==> src/rtl/playback_scheduler_if.sv <==
// Scheduler-side bundle: keyboard/speed commands in,
// address-controller handshake and status out.
interface playback_scheduler_if;
    logic        kbd_valid;
    logic [7:0]  kbd_char;
    logic        speed_up;
    logic        speed_down;
    logic        speed_reset;
    logic        ctl_finish;
    logic        ctl_start;
    logic        fwd;
    logic        song_restart;
    logic        sample_tick;
    logic        playing;
    logic [15:0] divisor;
    logic        overrun;

    modport master (
        output kbd_valid, kbd_char,
        output speed_up, speed_down, speed_reset,
        output ctl_finish,
        input  ctl_start, fwd, song_restart,
        input  sample_tick, playing, divisor, overrun
    );

    modport slave (
        input  kbd_valid, kbd_char,
        input  speed_up, speed_down, speed_reset,
        input  ctl_finish,
        output ctl_start, fwd, song_restart,
        output sample_tick, playing, divisor, overrun
    );
endinterface

==> src/rtl/playback_scheduler.sv <==
// Sample-rate divider and start/finish sequencer for the
// flash-sample address controller.
module playback_scheduler #(
    parameter int unsigned DIV_DEFAULT = 2272,
    parameter int unsigned DIV_MIN     = 568,
    parameter int unsigned DIV_MAX     = 9088,
    parameter int unsigned DIV_STEP    = 32
) (
    input logic clk,
    input logic reset,
    playback_scheduler_if.slave bus
);
    typedef enum logic [1:0] {IDLE, ARM, ISSUE, BUSY} state_t;

    localparam logic [16:0] L_MIN  = 17'(DIV_MIN);
    localparam logic [16:0] L_MAX  = 17'(DIV_MAX);
    localparam logic [16:0] L_STEP = 17'(DIV_STEP);
    localparam logic [15:0] L_DEF  = 16'(DIV_DEFAULT);

    state_t      r_state;
    state_t      w_state_nxt;
    logic [15:0] r_cnt;
    logic [15:0] r_div;
    logic        r_fwd;
    logic        r_fwd_req;
    logic        r_pause_pend;
    logic        r_restart_pend;
    logic        r_restart;
    logic        r_overrun;

    logic        w_tick;
    logic [7:0]  w_lc;
    logic        w_play;
    logic        w_pause;
    logic        w_fcmd;
    logic        w_bcmd;
    logic        w_rcmd;
    logic        w_fwd_req_nxt;
    logic        w_idle_arm;
    logic        w_inflight;
    logic        w_done;
    logic [16:0] w_up;
    logic [16:0] w_dn;

    assign w_tick = r_cnt >= (r_div - 16'd1);

    // Setting bit 5 folds upper case onto lower case for letters.
    assign w_lc    = bus.kbd_char | 8'h20;
    assign w_play  = bus.kbd_valid && (w_lc == 8'h65);
    assign w_pause = bus.kbd_valid && (w_lc == 8'h64);
    assign w_fcmd  = bus.kbd_valid && (w_lc == 8'h66);
    assign w_bcmd  = bus.kbd_valid && (w_lc == 8'h62);
    assign w_rcmd  = bus.kbd_valid && (w_lc == 8'h72);

    assign w_fwd_req_nxt = w_fcmd ? 1'b1 :
                           w_bcmd ? 1'b0 : r_fwd_req;

    assign w_idle_arm = (r_state == IDLE) || (r_state == ARM);
    assign w_inflight = (r_state == ISSUE) || (r_state == BUSY);
    assign w_done     = (r_state == BUSY) && bus.ctl_finish;

    assign w_up = {1'b0, r_div} - L_STEP;
    assign w_dn = {1'b0, r_div} + L_STEP;

    always_comb begin
        w_state_nxt = r_state;
        unique case (r_state)
            IDLE: begin
                if (w_play) w_state_nxt = ARM;
            end
            ARM: begin
                if (w_pause)     w_state_nxt = IDLE;
                else if (w_tick) w_state_nxt = ISSUE;
            end
            ISSUE: w_state_nxt = BUSY;
            BUSY: begin
                if (bus.ctl_finish) begin
                    if ((r_pause_pend || w_pause) && !w_play)
                        w_state_nxt = IDLE;
                    else
                        w_state_nxt = ARM;
                end
            end
            default: w_state_nxt = IDLE;
        endcase
    end

    always_ff @(posedge clk) begin
        if (reset) begin
            r_state        <= IDLE;
            r_cnt          <= '0;
            r_div          <= L_DEF;
            r_fwd          <= 1'b1;
            r_fwd_req      <= 1'b1;
            r_pause_pend   <= 1'b0;
            r_restart_pend <= 1'b0;
            r_restart      <= 1'b0;
            r_overrun      <= 1'b0;
        end else begin
            r_state   <= w_state_nxt;
            r_cnt     <= w_tick ? 16'd0 : r_cnt + 16'd1;
            r_fwd_req <= w_fwd_req_nxt;
            // Direction is frozen while a read is in flight.
            if (w_idle_arm) r_fwd <= w_fwd_req_nxt;

            if (!w_inflight || w_done) r_pause_pend <= 1'b0;
            else if (w_pause)          r_pause_pend <= 1'b1;
            else if (w_play)           r_pause_pend <= 1'b0;

            if (!w_inflight || w_done) r_restart_pend <= 1'b0;
            else if (w_rcmd)           r_restart_pend <= 1'b1;

            r_restart <= (w_idle_arm && w_rcmd) ||
                         (w_done && (r_restart_pend || w_rcmd));

            if (w_tick && w_inflight) r_overrun <= 1'b1;

            if (bus.speed_reset)
                r_div <= L_DEF;
            else if (bus.speed_up && !bus.speed_down)
                r_div <= (w_up < L_MIN) ? L_MIN[15:0] : w_up[15:0];
            else if (bus.speed_down && !bus.speed_up)
                r_div <= (w_dn > L_MAX) ? L_MAX[15:0] : w_dn[15:0];
        end
    end

    assign bus.ctl_start    = (r_state == ISSUE);
    assign bus.fwd          = r_fwd;
    assign bus.song_restart = r_restart;
    assign bus.sample_tick  = w_tick;
    assign bus.playing      = (r_state != IDLE) && !r_pause_pend;
    assign bus.divisor      = r_div;
    assign bus.overrun      = r_overrun;
endmodule

==> src/flat_wrapper.sv <==
// flat-port wrapper written by rule: the top's interface ports become plain ports
module playback_scheduler_flat 
#(
    parameter int unsigned DIV_DEFAULT = 2272,
    parameter int unsigned DIV_MIN     = 568,
    parameter int unsigned DIV_MAX     = 9088,
    parameter int unsigned DIV_STEP    = 32
)
  (clk, reset, bus_kbd_valid, bus_kbd_char, bus_speed_up, bus_speed_down, bus_speed_reset, bus_ctl_finish, bus_ctl_start, bus_fwd, bus_song_restart, bus_sample_tick, bus_playing, bus_divisor, bus_overrun);
  playback_scheduler_if bus_i ();
  input logic clk;
  input logic reset;
  input wire logic [$bits(bus_i.kbd_valid)-1:0] bus_kbd_valid;
  input wire logic [$bits(bus_i.kbd_char)-1:0] bus_kbd_char;
  input wire logic [$bits(bus_i.speed_up)-1:0] bus_speed_up;
  input wire logic [$bits(bus_i.speed_down)-1:0] bus_speed_down;
  input wire logic [$bits(bus_i.speed_reset)-1:0] bus_speed_reset;
  input wire logic [$bits(bus_i.ctl_finish)-1:0] bus_ctl_finish;
  output wire logic [$bits(bus_i.ctl_start)-1:0] bus_ctl_start;
  output wire logic [$bits(bus_i.fwd)-1:0] bus_fwd;
  output wire logic [$bits(bus_i.song_restart)-1:0] bus_song_restart;
  output wire logic [$bits(bus_i.sample_tick)-1:0] bus_sample_tick;
  output wire logic [$bits(bus_i.playing)-1:0] bus_playing;
  output wire logic [$bits(bus_i.divisor)-1:0] bus_divisor;
  output wire logic [$bits(bus_i.overrun)-1:0] bus_overrun;
  assign bus_i.kbd_valid = bus_kbd_valid;
  assign bus_i.kbd_char = bus_kbd_char;
  assign bus_i.speed_up = bus_speed_up;
  assign bus_i.speed_down = bus_speed_down;
  assign bus_i.speed_reset = bus_speed_reset;
  assign bus_i.ctl_finish = bus_ctl_finish;
  assign bus_ctl_start = bus_i.ctl_start;
  assign bus_fwd = bus_i.fwd;
  assign bus_song_restart = bus_i.song_restart;
  assign bus_sample_tick = bus_i.sample_tick;
  assign bus_playing = bus_i.playing;
  assign bus_divisor = bus_i.divisor;
  assign bus_overrun = bus_i.overrun;
  playback_scheduler #(.DIV_DEFAULT(DIV_DEFAULT), .DIV_MIN(DIV_MIN), .DIV_MAX(DIV_MAX), .DIV_STEP(DIV_STEP)) u_core (.clk(clk), .reset(reset), .bus(bus_i));
endmodule
==> config.mk <==
export PLATFORM = sky130hd
export DESIGN_NAME = playback_scheduler_flat
export DESIGN_NICKNAME = d
export VERILOG_FILES = /design/src/rtl/playback_scheduler_if.sv /design/src/rtl/playback_scheduler.sv /design/src/flat_wrapper.sv
export SDC_FILE = /design/constraint.sdc
export NUM_CORES = 1
export LEC_CHECK = 0
export CAP_MARGIN = 20
export CORE_ASPECT_RATIO = 2
export CORE_MARGIN = 4
export CORE_UTILIZATION = 55
export CTS_CLUSTER_SIZE = 8
export DETAILED_ROUTE_END_ITERATION = 6
export GPL_TIMING_DRIVEN = 0
export MAX_ROUTING_LAYER = met4
export PLACE_DENSITY = 0.91
export SLEW_MARGIN = 10
export SYNTH_ARGS = -nofsm -noshare
export SYNTH_HDL_FRONTEND = slang
export SYNTH_SLANG_ARGS = --single-unit
==> constraint.sdc <==
create_clock -name clk -period 4.4 [get_ports clk]
set_input_delay 0.44 -clock clk [delete_from_list [all_inputs] [get_ports clk]]
set_output_delay 0.44 -clock clk [all_outputs]
set_load 0.005 [all_outputs]
# Word-level counts from Yosys, hierarchy flattened
# Index checks and enable logic that the tools add are counted.
[word_totals]
reg_bits = 40
out_inout_bits = 22
elab_cells = 73
[op_classes]
addsub = 4
order_cmp = 3
n_eq_ne = 11
mux = 14
n_reduce_logical = 32
[ops]
columns = ["op", "count"]
rows = [
  ["16-bit two-way mux", 4],
  ["7-bit by 6-bit == test with 1-bit output (second input constant)", 5],
  ["16-bit by 6-bit adder with 17-bit output (second input constant)", 1],
  ["17-bit by 14-bit greater-than comparator with 1-bit output (second input constant)", 1],
  ["17-bit by 10-bit < comparator with 1-bit output (second input constant)", 1],
  ["16-bit by 6-bit subtractor with 17-bit output (second input constant)", 1],
  ["16-bit by 1-bit adder with 16-bit output (second input constant)", 1],
  ["16-bit greater-or-equal comparator", 1],
  ["16-bit by 1-bit subtractor with 16-bit output (second input constant)", 1],
  ["1-bit logical AND", 13],
  ["2-bit two-way mux", 4],
  ["2-bit case mux with 4 select lines", 1],
  ["1-bit logical OR", 6],
  ["2-bit nonzero test", 3],
  ["2-bit OR reduction", 3],
  ["1-bit logical NOT", 5],
  ["1-bit two-way mux", 5],
  ["2-bit == test (second input constant)", 2],
  ["3-bit by 1-bit inequality test with 1-bit output (second input constant)", 1],
  ["3-bit AND reduction", 1],
  ["2-bit by 1-bit == test with 1-bit output (second input constant)", 1],
  ["2-bit logical NOT", 1],
  ["2-bit by 1-bit inequality test with 1-bit output (second input constant)", 1],
  ["2-bit inequality test (second input constant)", 1],
]

# Logic depth before layout (Yosys ltp)
[logic_depth]
ltp_word = 7
ltp_mapped = 17
mapped_depth_nobuf = 14

# Worst setup path before layout
# Ideal clock, no wire load.
[synth_timing]
kind = "flip-flop to flip-flop"
from = "register u_core.r_div[5], in the netlist u_core.bus.divisor[5]"
to = "register u_core.r_cnt[10]"
t_arrival_ns = 3.567
required_ns = 4.335
slack_ns = 0.768
path_stages_with_launch = 15
path_buffers = 2
period_less_slack_ns = 3.632
cell_sequence = "dfxtp_1 > inv_1 > ha_1 > nor4b_1 > o311ai_0 > xor2_1 > ha_1 > a21o_1 > a21o_1 > a221oi_1 > o221ai_1 > or2_2 > clkbuf_1 > clkbuf_1 > nor2_1"
[synth_via]
elab_chain_cells = 3
[synth_lines]
columns = ["item", "line", "source"]
rows = [
  ["start, declared", "playback_scheduler.sv:23", "logic [15:0] r_div;"],
  ["start signal, assigned", "playback_scheduler.sv:121", "r_div <= (w_up < L_MIN) ? L_MIN[15:0] : w_up[15:0];"],
  ["start signal, assigned", "playback_scheduler.sv:123", "r_div <= (w_dn > L_MAX) ? L_MAX[15:0] : w_dn[15:0];"],
  ["16-bit by 1-bit subtractor with 16-bit output", "playback_scheduler.sv:45", "assign w_tick = r_cnt >= (r_div - 16'd1);"],
  ["16-bit greater-or-equal comparator", "playback_scheduler.sv:45", ""],
  ["via bus_sample_tick", "flat_wrapper.sv:22", "output wire logic [$bits(bus_i.sample_tick)-1:0] bus_sample_tick;"],
  ["2-bit OR reduction (no source line)", "-", ""],
  ["end signal, assigned", "playback_scheduler.sv:101", "r_cnt <= w_tick ? 16'd0 : r_cnt + 16'd1;"],
  ["end, declared", "playback_scheduler.sv:22", "logic [15:0] r_cnt;"],
]
# The timed path passes the listed nets, and every way through them passes these cells.
# A chain may end at the register's enable or synchronous reset.

# Worst setup path in the final report
[layout_timing]
from = "register u_core.r_div[3], in the netlist u_core.bus.divisor[3]"
to = "output port bus_sample_tick"
[layout_via]
elab_chain_cells = 2
[layout_lines]
columns = ["item", "line"]
rows = [
  ["16-bit by 1-bit subtractor with 16-bit output", "playback_scheduler.sv:45"],
  ["16-bit greater-or-equal comparator", "playback_scheduler.sv:45"],
  ["end, declared", "flat_wrapper.sv:22"],
]
# Every way passes these cells.

==> results.py <==
metrics = {
    "status": {
        "outcome": "complete, no violations",
    },
    "worst_setup_path": {
        "worst-path-stages": 12,
        "path_cells": "inv_1, ha_1, and3_1, a21boi_0, nand2_1, xor2_1, ha_1, a21o_1, a21o_1, a221oi_1, o221ai_2, clkdlybuf4s50_1",
        "startpoint": "u_core.bus.divisor[3]",
        "required_ps": 3960,
        "crit_family": "compound AO/OA/AOI/OAI gates",
        "worst-path-buf-inv": 2,
        "cp_max_fo": 10,
        "cp-end-kind": "output port",
        "slowest_delay_ps": 500,
        "crit_path_top_delay_cell": "clkdlybuf4s50_1",
        "worst-setup-path-type": "reg2out",
        "start_kind": "flip-flop",
        "crit_end": "bus_sample_tick",
        "r2r_slack_ps": 470,
        "reg2reg_depth": 15,
        "cp.arrival_ps": 3740,
        "worstReg2RegStart": "u_core.bus.divisor[3]",
        "r2r-end": "u_core.r_cnt[12]",
    },
    "power": {
        "powerDensity_nw_per_um2": 231.6,
        "comb_power_share_pct": 17.7,
        "switching_share_pct": 27.83,
        "power.switching_uw": 214.8,
        "peakVddDrop_uv": 201.9,
        "internal-power_uw": 557.1,
        "p_seq_share_pct": 44.3,
        "p_leak_uw": 0.001319,
        "clkPwrFrac_pct": 38.1,
    },
    "drt": {
        "wl_per_cell_um": 18.17,
        "drt_iter0_markers": 144,
        "postRouteAntennaNets": 0,
        "drc_errors": 0,
        "viasPerCell": 6.266,
        "via_count": 2870,
        "routed_wl_um": 8321,
        "first_pass_iters": 5,
    },
    "sta": {
        "tns_ps": 0,
        "holdWs_ps": 474.9,
        "slew_headroom_pct": 52.50,
        "drv_slew": 0,
        "hold_viol_final": 0,
        "worstMarginPinSlew_ps": 707.0,
        "skew_ps": 6.125,
        "finalSetupViolCount": 0,
        "fin_crit_sh_pct": 94.90,
        "fin_crit_ps": 4176,
        "max_freq_ghz": 0.2395,
    },
    "clock_network": {
        "root_buffer": "clkbuf_8",
        "h-tree-depth": 2,
        "cts-buffers-inserted": 5,
        "clockBufferDepth": 2,
        "clk_latency_ps": 290,
        "cts_tree": "built",
        "cts_sinks": 36,
        "ctsHoldBuffers": 0,
        "clkSlewWorstSetupHoldPaths_ps": 80,
    },
    "synthesis": {
        "synth_seq_cells": 36,
        "synth_area_um2": 2785,
        "synthAdderAreaFrac_pct": 10.33,
        "yosysTopAreaCell": "dfxtp_1",
        "synth.avg_cell_area_um2": 7.802,
        "yosys.area_share.simple_pct": 27.40,
        "synth_mux_area_share_pct": 0.7188,
        "yosysWarnings": 0,
        "async_flop_share_pct": 0,
        "postSynthCellCount": 357,
        "synth_top_area_share_pct": 25.88,
        "synth-xor-area-share_pct": 8.805,
        "synth_top_flop_cell": "dfxtp_1",
        "synth_cell_type_count": 61,
        "synth_seq_area_share_pct": 25.88,
        "synth_compound_area_share_pct": 19.23,
        "synth_top_family_by_area": "simple AND/OR/NAND/NOR gates",
        "synth_edf_count": 0,
        "ys_top_cells_by_area": "dfxtp_1 (26%), ha_1 (10%), nor2_1 (5.8%)",
    },
    "place": {
        "hpwlAfterDp_um": 6499,
        "dp_cells": 449,
        "place_congestion": 0.9955,
        "place_area_um2": 3188,
        "port-buffer-count": 32,
    },
    "die": {
        "core_um2": 4910,
        "die_x_um": 58.32,
        "dieArea_um2": 6336,
        "rows": 36,
        "die_h_um": 108.6,
        "ioPinCount": 37,
        "start_util_pct": 56.73,
    },
    "global_route": {
        "grtUsageTotal_pct": 28.66,
        "grt_antenna_before_repair": 0,
        "grt_pass1_vias": 2946,
        "grt_max_degree": 12,
        "overflow": 0,
        "grt_pass1_wl_um": 13410,
    },
    "finish": {
        "fill_cells": 416,
        "multi_input_area_um2": 1897,
        "syn_to_final_growth_pct": 19.68,
        "n_antenna_cell": 0,
        "layout.area.seq_um2": 720.7,
        "layout.nets": 438,
        "drive_above_1_share_pct": 9.476,
        "fin_area_um2": 3333,
        "post-route-util_pct": 67.89,
        "final_cells": 458,
    },
    "hold_path": {
        "holdPathStages": 2,
        "hp-class": "reg2reg",
    },
    "flow_run": {
        "cap_violations": 0,
    },
}
-- cell usage in the layout, fill, tap and decap left out, types with 3 or more instances in the layout --
| cell type | n |
|---|---|
| nor3_1 | 14 |
| xnor2_1 | 13 |
| a31oi_1 | 3 |
| buf_4 | 6 |
| a21oi_1 | 20 |
| dfxtp_1 | 36 |
| or2_2 | 4 |
| clkbuf_1 | 7 |
| buf_6 | 4 |
| and3_1 | 7 |
| nor3b_1 | 5 |
| conb_1 | 4 |
| inv_1 | 13 |
| o21a_1 | 3 |
| a21boi_0 | 3 |
| nand2b_1 | 4 |
| nand4_1 | 9 |
| a21o_1 | 5 |
| o21ai_0 | 15 |
| nand3_1 | 16 |
| clkdlybuf4s50_1 | 32 |
| nand2_1 | 30 |
| buf_2 | 6 |
| or3_1 | 4 |
| ha_1 | 22 |
| clkbuf_8 | 6 |
| nor2_1 | 43 |
| nor2b_1 | 3 |
| xor2_1 | 15 |
-- cell families (layout without fill, tap and decap cells) --
logic type / count (synthesis) / after routing
other: 1 / 4
adder cells (fa/ha/maj): 23 / 23
AND/OR/NAND/NOR: 152 / 152
flip-flops: 36 / 36
AO/OA/AOI/OAI: 78 / 78
multiplexers: 2 / 2
XOR/XNOR: 28 / 28
buffers and inverters: 37 / 78
-- what timing repair did --
action / 4_1_cts / 5_1_grt
setup endpoints to repair: 11 / 11
resized for setup: 3 / 4
setup buffers: 0 / 1
pin swaps: 0 / 0
hold endpoints to repair: 0 / 0
cloned: 0 / 0
-- routing by layer --
layer	up-vias	wire length, µm	global-route usage [%]
met2	134	4384	50.80
met5	-	0	-
met1	1328	2796	24.93
li1	1356	-	-
met3	52	326	3.436
met4	0	813	26.53
-- final cells by class --
class | instances | area share [%]
Sequential cell | 36 | 21.62
Multi-Input combinational cell | 287 | 56.91
Buffer | 23 | 4.692
Tap cell | 57 | 2.140
Inverter | 14 | 1.577
Timing Repair Buffer | 33 | 9.835
Clock inverter | 2 | 1.051
Clock buffer | 6 | 2.177
-- Yosys cell counts (all sizes together) (2+ instances only) --
| cell | count |
|---|---|
| a21boi | 3 |
| nor4 | 2 |
| nand2b | 4 |
| a211oi | 2 |
| or4 | 2 |
| o211ai | 3 |
| a31oi | 3 |
| nand4 | 9 |
| nor2b | 3 |
| and3 | 7 |
| nand2 | 30 |
| a21o | 5 |
| buf | 15 |
| nor3 | 14 |
| o311ai | 3 |
| o21ai | 15 |
| nand3 | 16 |
| xor2 | 15 |
| o21a | 3 |
| dfxtp | 36 |
| inv | 14 |
| clkbuf | 8 |
| nand3b | 2 |
| mux2i | 2 |
| a21oi | 20 |
| nor3b | 5 |
| or3 | 4 |
| xnor2 | 13 |
| a221o | 2 |
| or2 | 4 |
| nor4b | 2 |
| a311oi | 2 |
| nor2 | 43 |
| ha | 23 |
| o221ai | 3 |
-- worst min path at each step --
| stage | start | slack (ps) | endpoint |
|---|---|---|---|
| after global routing | u_core.bus.overrun | 500 | u_core.bus.overrun |
| after global placement | u_core.bus.overrun | 460 | u_core.bus.overrun |
| after floorplan | u_core.r_fwd_req | 440 | u_core.r_fwd_req |
| after CTS | u_core.bus.overrun | 480 | u_core.bus.overrun |
| after detailed placement | u_core.bus.overrun | 470 | u_core.bus.overrun |
| final | u_core.bus.overrun | 470 | u_core.bus.overrun |
-- power groups by stage --
stage | logic, µW | clock network (µW) | registers, µW
2_1_floorplan | 82.2 | 0 | 346
3_3_place_gp | 129 | 0 | 348
3_5_place_dp | 131 | 0 | 349
4_1_cts | 133 | 301 | 341
5_1_grt | 145 | 313 | 343
6_report | 136 | 294 | 342
-- worst register-to-register path, stage by stage, from the launching register on --
cell and delay, ps:
dfxtp_1 460, inv_1 190, ha_1 200, and3_1 220, a21boi_0 410, nand2_1 120, xor2_1 160, ha_1 190
a21o_1 170, a21o_1 180, a221oi_1 390, o221ai_2 240, or2_2 320, clkbuf_1 180, clkbuf_1 260, nor2_1 150
-- per-stage QoR --
stage / power [µW] / setup WS [ps]
floorplan: 428.4 / 767.7
global placement: 477.0 / -8.506
detailed placement: 479.4 / -31.54
CTS: 775.1 / 33.76
global route: 801.3 / -12.17
finish: 771.9 / 224.3
-- registers in the layout, summed over array words and instances, names as in the netlist --
name and flops:
u_core.bus.divisor 12, u_core.bus.fwd 1, u_core.bus.overrun 1, u_core.bus.song_restart 1, u_core.r_cnt 16, u_core.r_fwd_req 1, u_core.r_pause_pend 1, u_core.r_restart_pend 1
u_core.r_state 2
(Power assumes the default switching activity.)
==> RTL edit: new RTL, same settings <==
Reset style: asynchronous (`reset`), changed in one clocked block.
--- a/src/rtl/playback_scheduler.sv
+++ b/src/rtl/playback_scheduler.sv
@@ -85,7 +85,7 @@
         endcase
     end
 
-    always_ff @(posedge clk) begin
+    always_ff @(posedge clk or posedge reset) begin
         if (reset) begin
             r_state        <= IDLE;
             r_cnt          <= '0;
Formal check against the unedited RTL: differs if reset is asserted again (counterexample within 4 cycles, from zero or initial values and one cycle with reset high); with reset held inactive, the same outputs for 10 cycles.
==> RTL edit against the original RTL <==
Final area increased by 3.9%. Synthesized area up 4.7%. Sequential cell count is the same. Count of clock-buffer cells in the layout unchanged. Wire length fell by 9.5%. Critical path depth increased by 2. Largest cell class unchanged. Maximum frequency hardly changed. Worst setup slack got worse by 0.0037 ns.
Power is not compared: it rests on default switching activity, and its combinational part moved more than twofold at a synthesized area within 25%.
==> RTL edit: results (changes against the original RTL) <==
outcome=completed; Signal buf overhead=0.134 (-0.0112); met1 GRT Util=0.228 (-0.0216); PortBufs=31 (-3.1%); vias in the first global route=2690 (-8.7%); clock tree cell share of total cell area=0.0267 (-0.00555); max reg flops=16 (unchanged); drt initial violations=125 (-13%); sequential fraction of the synthesis area=0.311 (+0.0527); comb_multi_in=275 (-4.2%); multi-input gate share of the layout cell area=0.543 (-0.0261); GR Util met2=0.442 (-0.0661); dpl ws=-0.0177 ns (+0.0138 ns); share of layout cells above drive strength 1=0.149 (+0.0547); fraction of area in registers=0.262 (+0.0461); DP Cell Count=435 (-3.1%); largest net degree at the start of global routing=37 (+25); Resize count post-CTS=4 (+1); Final Instance Count excl. Fillers=446 (-2.6%); placer congestion estimate=0.923 (-7.3%); placed cell area=0.00331 sq mm (+3.8%); multi-input logic area=0.00188 sq mm (-0.86%); # fillers=429 (+3.1%); Signal buffers=57 (+1.8%); hold endpoint=u_core.bus.overrun$_DFFE_PP0P_; reg2reg end=u_core.r_state[0]$_DFFE_PP0P_; Post-Synthesis Cells=343 (-3.9%); metal1 wirelength=2500 um (-11%); GR Util met3=0.0385 (+0.00410); synth top area cells=dfrtp_1 26%, ha_1 9.4%, nor2_1 6.2%; ys flop type=dfrtp_1; crit share post-route=0.950 (about the same); wire length on met2=4190 um (-4.5%); synth cell count leaders=48 x nor2_1, 30 x dfrtp_1, 24 x nand2_1; Vias/cell=6.12 (-2.3%); post-layout total power=around 1.1 mW; worst reg-to-reg path cell count=14 (-1); number of non-clock inverters=12 (-2); worst hold slack=0.455 ns (-0.0195 ns); nets=424 (-3.2%); Slew @ Worst Pin=0.756 ns (+0.0486 ns); Routed met3 length=378 um (+16%); CP top delay family=simple AND/OR/NAND/NOR gates; R2R Setup Slk=0.98 ns (+0.51 ns); CP Launch Point=u_core.bus.divisor[5]$_DFFE_PP1P_; area of the die=0.00660 sq mm (+4.2%)
-- RTL edit: cell types whose count changed in the layout (fill, tap and decap cells not counted), moves of 4 or more --
cell     before  now
or3_1         4    0
xor2_1       15   20
inv_1        13    9
o21ai_0      15   10
nor2_1       43   48
nand2_1      30   24
nor3b_1       5    1
dfstp_2       0    6
nand3_1      16   12
nor3_1       14    5
dfxtp_1      36    0
dfrtp_1       0   30
nor2b_1       3    8
-- RTL edit: cell families after synthesis --
group / synth area share
multiplexers: 0.0116
adder cells (fa/ha/maj): 0.0944
flip-flops: 0.311
AND/OR/NAND/NOR: 0.248
buffers and inverters: 0.0575
XOR/XNOR: 0.105
other: 0.00129
AO/OA/AOI/OAI: 0.170
-- RTL edit: worst register-to-register path: cells and delay by family (launching register included) --
kind,cells,cell delay [ns]
AO/OA/AOI/OAI,3,0.43
XOR/XNOR,1,0.08
adder cells (fa/ha/maj),2,0.49
buffers and inverters,3,0.74
flip-flops,1,0.39
AND/OR/NAND/NOR,5,1.16
